### src/rtl/game_pkg.sv
// game_pkg: shared encodings and default timing/bonus constants for game_ctrl
package game_pkg;
  typedef enum logic [2:0] {
    IDLE     = 3'd0,
    READY    = 3'd1,
    PLAY     = 3'd2,
    DEATH    = 3'd3,
    WIN      = 3'd4,
    GAMEOVER = 3'd5
  } game_state_e;
  typedef enum logic [2:0] {
    M_INITIAL  = 3'd0,
    M_STANDING = 3'd1,
    M_WALKING  = 3'd2,
    M_JUMPING  = 3'd3,
    M_FALLING  = 3'd4,
    M_DYING    = 3'd5,
    M_CLAMPING = 3'd6
  } mario_state_e;
  localparam int K_UP    = 0;
  localparam int K_LEFT  = 1;
  localparam int K_RIGHT = 2;
  localparam int K_DOWN  = 3;
  localparam int K_JUMP  = 4;
  localparam int DEF_LIVES_INIT   = 3;
  localparam int DEF_INTRO_FRAMES = 60;
  localparam int DEF_DEATH_FRAMES = 120;
  localparam int DEF_WIN_FRAMES   = 90;
  localparam int DEF_BONUS_INIT   = 5000;
  localparam int DEF_BONUS_DEC    = 100;
  localparam int DEF_BONUS_PERIOD = 120;
  localparam int DEF_WIN_Y        = 50;
  // every frame limit must fit this counter width
  localparam int CNT_W = 8;
endpackage

### src/rtl/frame_timer.sv
// frame_timer: frame counter with synchronous clear and terminal-count detect
module frame_timer #(
  parameter int W = 8
) (
  input  logic         clk,
  input  logic         rst,
  input  logic         clr_i,
  input  logic         tick_i,
  input  logic [W-1:0] limit_i,
  output logic         tc_o
);
  logic [W-1:0] cnt_q, cnt_d;
  assign tc_o = tick_i && (cnt_q == limit_i - 1'b1);
  always_comb cnt_d = (clr_i || tc_o) ? '0 : tick_i ? cnt_q + 1'b1 : cnt_q;
  always_ff @(posedge clk or posedge rst)
    if (rst) cnt_q <= '0;
    else cnt_q <= cnt_d;
endmodule

### src/rtl/game_ctrl.sv
// game_ctrl: game flow FSM with lives, level, score and bonus bookkeeping
module game_ctrl
  import game_pkg::*;
#(
  parameter int LIVES_INIT   = DEF_LIVES_INIT,
  parameter int INTRO_FRAMES = DEF_INTRO_FRAMES,
  parameter int DEATH_FRAMES = DEF_DEATH_FRAMES,
  parameter int WIN_FRAMES   = DEF_WIN_FRAMES,
  parameter int BONUS_INIT   = DEF_BONUS_INIT,
  parameter int BONUS_DEC    = DEF_BONUS_DEC,
  parameter int BONUS_PERIOD = DEF_BONUS_PERIOD,
  parameter int WIN_Y        = DEF_WIN_Y
) (
  input  logic        clk,
  input  logic        rst,
  input  logic        frame_tick,
  input  logic [4:0]  keydown,
  input  logic        hit,
  input  logic [8:0]  mario_y,
  input  logic [2:0]  mario_state,
  output logic        mario_rst,
  output logic        mario_start,
  output logic        mario_over,
  output logic [2:0]  game_state,
  output logic [1:0]  lives,
  output logic [2:0]  level,
  output logic [15:0] score,
  output logic [12:0] bonus
);
  game_state_e state_q, state_d;
  logic jump_q, start, tc, entry, win;
  logic [CNT_W-1:0] limit;
  logic [1:0] lives_q, lives_d;
  logic [2:0] level_q, level_d;
  logic [15:0] score_q, score_d;
  logic [12:0] bonus_q, bonus_d;
  logic [16:0] score_sum;
  logic unused_keys;
  assign unused_keys = ^keydown[3:0];
  assign start = keydown[K_JUMP] && !jump_q;
  assign win = (mario_y <= 9'(WIN_Y)) && (mario_state != M_DYING);
  assign entry = state_d != state_q;
  assign score_sum = {1'b0, score_q} + 17'(bonus_q);
  // the timer also paces bonus decay in PLAY, wrapping every BONUS_PERIOD ticks
  always_comb
    limit = state_q == READY ? CNT_W'(INTRO_FRAMES) :
            state_q == DEATH ? CNT_W'(DEATH_FRAMES) :
            state_q == WIN   ? CNT_W'(WIN_FRAMES)   : CNT_W'(BONUS_PERIOD);
  frame_timer #(.W(CNT_W)) u_timer (
    .clk    (clk),
    .rst    (rst),
    .clr_i  (entry),
    .tick_i (frame_tick),
    .limit_i(limit),
    .tc_o   (tc)
  );
  always_ff @(posedge clk or posedge rst)
    if (rst) state_q <= IDLE;
    else state_q <= state_d;
  always_comb begin
    state_d = state_q;
    case (state_q)
      IDLE:     state_d = start ? READY : IDLE;
      READY:    state_d = tc ? PLAY : READY;
      PLAY:     state_d = (hit || bonus_q == '0) ? DEATH : win ? WIN : PLAY;
      DEATH:    state_d = !tc ? DEATH : (lives_q == 2'd1) ? GAMEOVER : READY;
      WIN:      state_d = tc ? READY : WIN;
      GAMEOVER: state_d = start ? IDLE : GAMEOVER;
      default:  state_d = IDLE;
    endcase
  end
  always_comb begin
    lives_d = lives_q;
    level_d = level_q;
    score_d = score_q;
    bonus_d = bonus_q;
    if (state_q == IDLE && state_d == READY) begin
      lives_d = 2'(LIVES_INIT);
      score_d = '0;
      level_d = 3'd1;
    end
    if (entry && state_d == READY) bonus_d = 13'(BONUS_INIT);
    if (state_q == PLAY && state_d == PLAY && tc)
      bonus_d = (bonus_q > 13'(BONUS_DEC)) ? bonus_q - 13'(BONUS_DEC) : '0;
    if (entry && state_d == WIN) begin
      score_d = score_sum[16] ? 16'hFFFF : score_sum[15:0];
      level_d = (level_q == 3'd7) ? 3'd7 : level_q + 3'd1;
    end
    if (entry && state_q == DEATH) lives_d = lives_q - 2'd1;
  end
  always_ff @(posedge clk or posedge rst)
    if (rst) begin
      jump_q  <= 1'b0;
      lives_q <= '0;
      level_q <= '0;
      score_q <= '0;
      bonus_q <= '0;
    end else begin
      jump_q  <= keydown[K_JUMP];
      lives_q <= lives_d;
      level_q <= level_d;
      score_q <= score_d;
      bonus_q <= bonus_d;
    end
  always_comb begin
    game_state  = state_q;
    mario_rst   = state_q inside {IDLE, READY};
    mario_over  = state_q inside {DEATH, GAMEOVER};
    mario_start = (state_q == READY) && (state_d == PLAY);
  end
  assign lives = lives_q;
  assign level = level_q;
  assign score = score_q;
  assign bonus = bonus_q;
endmodule
### config.mk
export PLATFORM = sky130hd
export DESIGN_NAME = game_ctrl
export DESIGN_NICKNAME = d
export VERILOG_FILES = /design/src/rtl/game_pkg.sv /design/src/rtl/frame_timer.sv /design/src/rtl/game_ctrl.sv
export SDC_FILE = /design/constraint.sdc
export NUM_CORES = 1
export LEC_CHECK = 0
export ABC_CLOCK_PERIOD_IN_PS = 2700
export CAP_MARGIN = 15
export CORE_MARGIN = 4
export CORE_UTILIZATION = 35
export CTS_BUF_LIST = sky130_fd_sc_hd__clkbuf_16
export DETAILED_ROUTE_END_ITERATION = 10
export GPL_ROUTABILITY_DRIVEN = 0
export MAX_ROUTING_LAYER = met4
export PLACE_DENSITY = 0.67
export SKIP_CTS_REPAIR_TIMING = 1
export SYNTH_ARGS = -nofsm -noshare
export SYNTH_HDL_FRONTEND = slang
export SYNTH_SLANG_ARGS = --single-unit
### constraint.sdc
create_clock -name clk -period 2.7 [get_ports clk]
set_input_delay 0.54 -clock clk [delete_from_list [all_inputs] [get_ports clk]]
set_output_delay 0.54 -clock clk [all_outputs]
set_load 0.05 [all_outputs]
==> run summary, run 1 <==
SYNTHESIS
---------------------------------------------------------------------------------
Post-Synthesis Cells                                                          312
Ys async rst share                                                         100.0%
Mean instance size in the synthesized netlist                           9.236 um2
YS warnings                                                                     0
Share of Yosys cell area claimed by the top area cell type                 38.21%
Fraction of the yosys area taken by sequential cells                       38.21%
Synth cell types                                                               65
EDFF count, synth                                                               0
Flip-flop cell with the highest count after synthesis                sky130_fd_sc_hd__dfrtp_1
Netlist area before placement                                            2882 um2
Cell type with the largest total area after synthesis                sky130_fd_sc_hd__dfrtp_1
Synthesized flop and latch total                                               44
Top cells by area, synth                                             sky130_fd_sc_hd__dfrtp_1 (38%), sky130_fd_sc_hd__ha_1 (6.9%), sky130_fd_sc_hd__a21oi_1 (5.7%)

CLOCK TREE
---------------------------------------------------------------------------------
Clock latency on the worst-skew pair                                      0.28 ns
Clock net sink count                                                           44
CTS tree                                                                      yes
Buffer cell driving the clock tree root                              sky130_fd_sc_hd__clkbuf_16
# H-tree levels                                                                 2
Register clock-pin slew on the reported worst setup and hold paths        0.06 ns
Clock buffer count from CTS                                                     5
Max Buffers Root-to-Sink                                                        2

CELLS AND AREA
---------------------------------------------------------------------------------
Synth-to-Final Area Change                                                 32.91%
Antenna diode count                                                             0
Final cell count without fillers                                              485
Nets@finish                                                                   419
Fraction of final layout cells with drive strength greater than 1          13.05%

PLACEMENT
---------------------------------------------------------------------------------
Detailed-placement wirelength estimate                                    5468 um
Pre-CTS setup slack                                                     0.1808 ns
Number of buffer cells added on primary ports                                  54
Post-placement cell count                                                     476

CRITICAL PATH
---------------------------------------------------------------------------------
Slowest cell on crit path                                            sky130_fd_sc_hd__dfrtp_2
Crit path max fanout                                                            7
Endpoint of the worst register-to-register path                         score[15]
Critical path capture point type                                       output pin
Data required time at the worst endpoint                                  2.16 ns
Worst reg2reg path depth                                                        7
Type of the setup path with the least slack                            reg -> out
CP bufs+invs                                                                    1
Worst Path Arrival                                                        2.11 ns
Critical R2R Launch                                                     score[10]
Worst path cell trace                                                or3b_1, mux2_4, or3_4, nor3_4, buf_12
Longest individual stage delay on the worst path                          0.44 ns
Number of stages on the worst setup path                                        5
Top Family by Delay on Critical Path                                 simple AND/OR/NAND/NOR gates
Crit path launch type                                                        flop
R2r setup slk                                                             0.23 ns

TIMING
---------------------------------------------------------------------------------
Final WS setup                                                         0.04743 ns
Number of endpoints failing setup at the final stage                            0
Fin Setup TNS                                                                0 ns
Share of the clock period used by the worst path                           98.24%
Number of pins exceeding their max-slew limit in the final report               0
Worst slew pin tran                                                     0.9051 ns
Worst setup skew after layout                                          0.01098 ns
Setup repair after global routing missed its margin                          true
Worst slew slack as a fraction of its limit                                39.29%
FMAX                                                                    377.0 MHz
Final number of hold-violating endpoints                                        0
Final Critical Period                                                    2.653 ns

POWER AND IR DROP
---------------------------------------------------------------------------------
Switching power summed over all nets                                     776.2 uW
Part of the power in registers                                              39.1%
Proportion of total power due to net switching                             36.56%
Internal power                                                           1.347 mW
VDD IR-drop max                                                       0.0005867 V
Total power divided by cell area                                     554.4 nW/um2
Clock network fraction of total power                                       27.8%
Overall power consumption                                                2.123 mW
Logic pwr share                                                             33.1%
Static Leakage                                                           1.680 nW

DETAILED ROUTING
---------------------------------------------------------------------------------
Via count                                                                    2591
Violation count after the first detailed-routing iteration                     90
Final Routed Wirelength                                                   7001 um
Number of iterations in the first detailed-routing pass                         4
Detailed-route wire length per cell                                      14.44 um
DRC                                                                             0
DR vias/cell                                                                5.342
Remaining antenna violation count after routing                                 0

GLOBAL ROUTE
---------------------------------------------------------------------------------
Via count of the first global-routing pass                                   2574
Grt ovf                                                                         0
Pin count of the biggest net entering global routing                           26
GR Util met2                                                               26.26%
Busiest grt layer                                                            met2
Met1 GRT Util                                                              19.19%
Initial antenna violation count                                                 0
First-pass GRT wire length                                               12340 um
Met3 capacity usage during global routing                                  3.114%
Gr usage total                                                             15.55%

FLOORPLAN
---------------------------------------------------------------------------------
Die width                                                                98.74 um
I/O pin count                                                                  61
Initial cell density of the core                                           36.72%
Std-Cell Rows                                                                  32
Die Footprint                                                            9749 um2
Die Y-Extent                                                             98.74 um
Placeable Area                                                           7848 um2

WORST HOLD PATH
---------------------------------------------------------------------------------
End point of the most critical hold path                                 score[1]
Hold Crit Class                                                        reg -> reg
Hold wc startpoint                                                       score[1]
Number of cells traversed by the worst hold path                                2

RUN STATUS
---------------------------------------------------------------------------------
Status                                                                  completed

FLOW RUN
---------------------------------------------------------------------------------
# Max-Cap Violations                                                            0

metal layers:
metal / vias up / share of wire (%)
met4: 0 / 0.97
met5: - / 0
met1: 1255 / 45
met2: 49 / 50
met3: 6 / 4.2
li1: 1281 / -
cell families after synthesis:
| family | count (synthesis) | share of synthesized area (%) |
|---|---|---|
| other cells | 1 | 0.1301 |
| xor+xnor | 17 | 5.167 |
| compound gates | 87 | 21.80 |
| mux | 5 | 1.910 |
| flops | 44 | 38.21 |
| buf+inv | 25 | 3.821 |
| fa+ha+maj | 16 | 6.947 |
| simple gates | 117 | 22.02 |
cell usage after synthesis (2+ instances only):
master and n:
sky130_fd_sc_hd__nand4_1 2, sky130_fd_sc_hd__buf_4 3, sky130_fd_sc_hd__o21ai_1 2, sky130_fd_sc_hd__inv_1 15
sky130_fd_sc_hd__ha_1 16, sky130_fd_sc_hd__and3_1 3, sky130_fd_sc_hd__xnor2_1 13, sky130_fd_sc_hd__o21bai_1 4
sky130_fd_sc_hd__xor2_1 4, sky130_fd_sc_hd__or3_1 5, sky130_fd_sc_hd__nor2_1 29, sky130_fd_sc_hd__a211oi_1 2
sky130_fd_sc_hd__nand2b_1 6, sky130_fd_sc_hd__dfrtp_1 44, sky130_fd_sc_hd__and3b_1 2, sky130_fd_sc_hd__nor3_1 11
sky130_fd_sc_hd__a21o_1 3, sky130_fd_sc_hd__o21ai_0 4, sky130_fd_sc_hd__clkbuf_1 3, sky130_fd_sc_hd__nor4_1 4
sky130_fd_sc_hd__nand2_1 24, sky130_fd_sc_hd__o31ai_1 2, sky130_fd_sc_hd__nor2b_1 3, sky130_fd_sc_hd__o21a_1 5
sky130_fd_sc_hd__or2_1 2, sky130_fd_sc_hd__buf_2 4, sky130_fd_sc_hd__o211ai_1 3, sky130_fd_sc_hd__and2_1 2
sky130_fd_sc_hd__o41ai_2 2, sky130_fd_sc_hd__nand3b_1 5, sky130_fd_sc_hd__a31oi_1 5, sky130_fd_sc_hd__mux2i_1 4
sky130_fd_sc_hd__a31o_2 2, sky130_fd_sc_hd__o22ai_1 2, sky130_fd_sc_hd__nand3_1 9, sky130_fd_sc_hd__a21oi_1 33
sky130_fd_sc_hd__o221ai_1 2
final cells by class:
cell class,instances,area (um2)
Multi-Input combinational cell,244,1700
Sequential cell,44,1106
Inverter,15,56.30
Fill cell,767,4018
Clock inverter,3,16.27
Clock buffer,5,125.1
Tap cell,102,127.6
Timing Repair Buffer,72,698.2
worst register-to-register path: cells and delay by family, from the launching register on:
kind	cells	cell delay, ns
AO/OA/AOI/OAI	4	1.10
flip-flops	1	0.42
adder cells (fa/ha/maj)	1	0.38
AND/OR/NAND/NOR	2	0.47
stage by stage:
stage	area, um2	utilization [%]	hold slack, ns
after floorplan	2915	-	0.5248
after global placement	3679	46.88	0.4531
after detailed placement	3679	46.88	0.4642
after CTS	3820	48.68	0.4797
after global routing	3830	48.80	0.5075
final	3830	48.80	0.4712
power by group through the flow:
stage	Sequential (mW)	Clock, mW	Combinational [mW]
2_1_floorplan	0.931	0	0.395
3_3_place_gp	0.838	0	0.687
3_5_place_dp	0.843	0	0.698
4_1_cts	0.831	0.603	0.702
5_1_grt	0.844	0.631	0.777
6_report	0.831	0.589	0.703
registers in the layout (all words and copies together), names as in the netlist:
name / count
score: 16
game_state: 3
jump_q: 1
level: 3
u_timer.cnt_q: 8
bonus: 11
lives: 2
layout by cell type, fill, tap and decap left out, types with 4 or more instances in the layout:
cell type	instances
sky130_fd_sc_hd__clkdlybuf4s50_1	53
sky130_fd_sc_hd__dfrtp_1	40
sky130_fd_sc_hd__a21oi_1	33
sky130_fd_sc_hd__nor2_1	29
sky130_fd_sc_hd__nand2_1	24
sky130_fd_sc_hd__buf_4	17
sky130_fd_sc_hd__inv_1	16
sky130_fd_sc_hd__ha_1	16
sky130_fd_sc_hd__xnor2_1	13
sky130_fd_sc_hd__nor3_1	9
sky130_fd_sc_hd__nand3_1	9
sky130_fd_sc_hd__nand2b_1	6
sky130_fd_sc_hd__nand3b_1	5
sky130_fd_sc_hd__a31oi_1	5
sky130_fd_sc_hd__or3_1	5
sky130_fd_sc_hd__clkbuf_16	5
sky130_fd_sc_hd__nor4_1	4
sky130_fd_sc_hd__o21a_1	4
sky130_fd_sc_hd__o21ai_0	4
sky130_fd_sc_hd__o21bai_1	4
sky130_fd_sc_hd__xor2_1	4
sky130_fd_sc_hd__mux2i_1	4
sky130_fd_sc_hd__dfrtp_2	4
worst max-delay path by stage:
stage	end	start	slack, ns
after floorplan	mario_start	game_state[0]	0.05
after global routing	mario_start	u_timer.cnt_q[5]	-0.004
after global placement	score[2]	mario_y[1]	0.19
after CTS	mario_start	u_timer.cnt_q[5]	-0.07
final	mario_start	u_timer.cnt_q[5]	0.05
after detailed placement	bonus[10]	frame_tick	0.18
(Power assumes the default switching activity.)
==> run 2: changes to the inputs <==
- CORE_UTILIZATION: 35 -> 45
- MAX_ROUTING_LAYER: met4 -> not set
- PLACE_DENSITY: 0.67 -> 0.81
==> run 2 against run 1 <==
Effect of this change: global-route usage up 3.9 points; first-iteration DRC count grew 16%; via count up 1.4%; worst hold slack barely moved; die area decreased by 21%; sequential power increased by 0.5%; cell area decreased by 0.62%; clock power is 16% higher; combinational power hardly changed; clock-buffer cell count is the same; flip-flop and latch count unchanged; largest power group unchanged.
==> run summary, run 2 (same netlist as run 1, synthesis figures left out) <==
GLOBAL ROUTE
-------------------------------------------------------------------------------------
Via count of the first global-routing pass                                       2595   +0.82%
Pin count of the biggest net entering global routing                               45   +73%
Initial antenna violation count                                                     0   unchanged
Gr usage total                                                                 19.43%   +3.9 points
First-pass GRT wire length                                                   11960 um   -3.1%
Grt ovf                                                                             0   unchanged

CELLS AND AREA
-------------------------------------------------------------------------------------
Most frequent cells in the layout                                        sky130_fd_sc_hd__clkdlybuf4s50_1 (53), sky130_fd_sc_hd__dfrtp_1 (39), sky130_fd_sc_hd__a21oi_1 (33), sky130_fd_sc_hd__nor2_1 (29), sky130_fd_sc_hd__nand2_1 (24)
Fraction of final layout cells with drive strength greater than 1              13.35%   +0.30 points
Final cell count without fillers                                                  457   -5.8%
Nets@finish                                                                       418   -0.24%
Fraction of the core area covered by cells at the end of the flow              62.80%   +14 points
Post-layout instance area                                                    3806 um2   -0.62%
Synth-to-Final Area Change                                                     32.09%
Largest register FFs                                                               16   unchanged
Number of inserted filler cells in the final layout                               517   -33%
Most frequent standard cell in the layout excluding fill and tap cells   sky130_fd_sc_hd__clkdlybuf4s50_1
Antenna diode count                                                                 0   unchanged

TIMING
-------------------------------------------------------------------------------------
Number of endpoints failing setup at the final stage                                0   unchanged
Worst slew pin tran                                                         0.5700 ns   -0.3351 ns
Worst setup skew after layout                                             0.008965 ns   -0.002014 ns
Number of pins exceeding their max-slew limit in the final report                   0   unchanged
Worst hold-check slack                                                      0.4715 ns   +0.0003320 ns
Final WS setup                                                             0.02158 ns   -0.02585 ns
Setup repair after global routing missed its margin                              true
Final number of hold-violating endpoints                                            0   unchanged
Worst slew slack as a fraction of its limit                                    62.00%   +23 points
FMAX                                                                        373.4 MHz   -0.97%
Final Critical Period                                                        2.678 ns   +0.02585 ns
Share of the clock period used by the worst path                               99.20%   +0.96 points

DETAILED ROUTING
-------------------------------------------------------------------------------------
Total length of routed met2 wires                                             3656 um   +4.9%
Post-route met1 wirelength                                                    3088 um   -2.1%
Remaining antenna violation count after routing                                     0   unchanged
DR vias/cell                                                                    5.751   +7.6%
Number of iterations in the first detailed-routing pass                             4   unchanged
Violation count after the first detailed-routing iteration                        104   +16%
Via count                                                                        2628   +1.4%
Detailed-route wire length per cell                                          15.76 um   +9.2%
DRC                                                                                 0   unchanged
Highest metal used                                                               met4
Total length of routed met3 wires                                              359 um   +23%
Final Routed Wirelength                                                       7203 um   +2.9%

POWER AND IR DROP
-------------------------------------------------------------------------------------
Static Leakage                                                               1.689 nW   +0.53%
VDD IR-drop max                                                           0.0004616 V   -21%
Total power divided by cell area                                         583.9 nW/um2   +5.3%

WORST HOLD PATH
-------------------------------------------------------------------------------------
Hold Crit Class                                                            reg -> reg
Number of cells traversed by the worst hold path                                    2   unchanged
Hold wc startpoint                                                           score[1]
End point of the most critical hold path                                     score[1]

CRITICAL PATH
-------------------------------------------------------------------------------------
Launching instance or port of the critical path                          game_state[2]
Endpoint of the worst register-to-register path                              bonus[9]
Critical R2R Launch                                                      game_state[2]
Crit path max fanout                                                               14   +7
Worst Path Arrival                                                            2.14 ns   +0.03 ns
Worst reg2reg path depth                                                            6   -1
Type of the setup path with the least slack                                reg -> out
R2r setup slk                                                                 0.17 ns   -0.06 ns
Data required time at the worst endpoint                                      2.16 ns   about the same
Crit path launch type                                                            flop
Critical path capture point type                                           output pin

FLOORPLAN
-------------------------------------------------------------------------------------
Die Y-Extent                                                                 88.02 um   -11%
Std-Cell Rows                                                                      28   -13%
Initial cell density of the core                                               47.54%   +11 points
I/O pin count                                                                      61   unchanged
Die Footprint                                                                7748 um2   -21%
Die width                                                                    88.02 um   -11%
Placeable Area                                                               6061 um2   -23%

CLOCK TREE
-------------------------------------------------------------------------------------
Clock net sink count                                                               44   unchanged
Clock buffer count from CTS                                                         5   unchanged
Max Buffers Root-to-Sink                                                            2   unchanged
# H-tree levels                                                                     2   unchanged
Clock latency on the worst-skew pair                                          0.28 ns   about the same
Register clock-pin slew on the reported worst setup and hold paths            0.06 ns   about the same
Buffer cell driving the clock tree root                                  sky130_fd_sc_hd__clkbuf_16
CTS tree                                                                          yes

RUN STATUS
-------------------------------------------------------------------------------------
Status                                                                      completed

PLACEMENT
-------------------------------------------------------------------------------------
Placed Area                                                                  3625 um2   -1.5%
Detailed-placement wirelength estimate                                        5311 um   -2.9%
Post-placement cell count                                                         448   -5.9%
Number of buffer cells added on primary ports                                      54   unchanged
Pre-CTS setup slack                                                         0.1168 ns   -0.06399 ns

FLOW RUN
-------------------------------------------------------------------------------------
# Max-Cap Violations                                                                0   unchanged

[run 2: routing by layer]
metal  vias to the layer above  GRT usage [%]
li1                       1282              -
met1                      1262          23.86
met2                        77          35.21
met3                         7          3.104
met4                         0          5.357
met5                         -              0
[run 2: worst max-delay path by stage]
| stage | endpoint | depth (start not counted) |
|---|---|---|
| after floorplan | mario_start | 5 |
| after global placement | score[2] | 7 |
| after detailed placement | score[2] | 7 |
| after CTS | mario_start | 5 |
| after global routing | mario_start | 5 |
| final | mario_start | 5 |
[run 2: worst max-delay path, stage by stage, from the launching register on]
cell and delay (ns):
sky130_fd_sc_hd__dfrtp_2 0.51, sky130_fd_sc_hd__nor3b_4 0.26, sky130_fd_sc_hd__mux2_4 0.37, sky130_fd_sc_hd__or3_4 0.41
sky130_fd_sc_hd__nor3_4 0.15, sky130_fd_sc_hd__buf_12 0.16
[run 2: layout make-up]
class | count | area, um2 | area share [%]
inverters | 15 | 56.30 | 1.479
flip-flops and latches | 44 | 1107 | 29.09
clock inverters | 3 | 38.79 | 1.019
repair buffers | 71 | 678.2 | 17.82
multi-input cells | 244 | 1707 | 44.84
well taps | 75 | 93.84 | 2.465
clock buffers | 5 | 125.1 | 3.287
[run 2: through the flow]
step | TNS (ns) | power, mW
floorplan | 0 | 1.326
global placement | 0 | 1.514
detailed placement | 0 | 1.539
CTS | -0.06373 | 2.230
global route | -0.04278 | 2.342
finish | 0 | 2.223
[run 2: where the power goes]
group	internal [mW]	switching (mW)
sequential	0.738	0.0966
clock	0.432	0.250
combinational	0.270	0.436
total	1.44	0.782
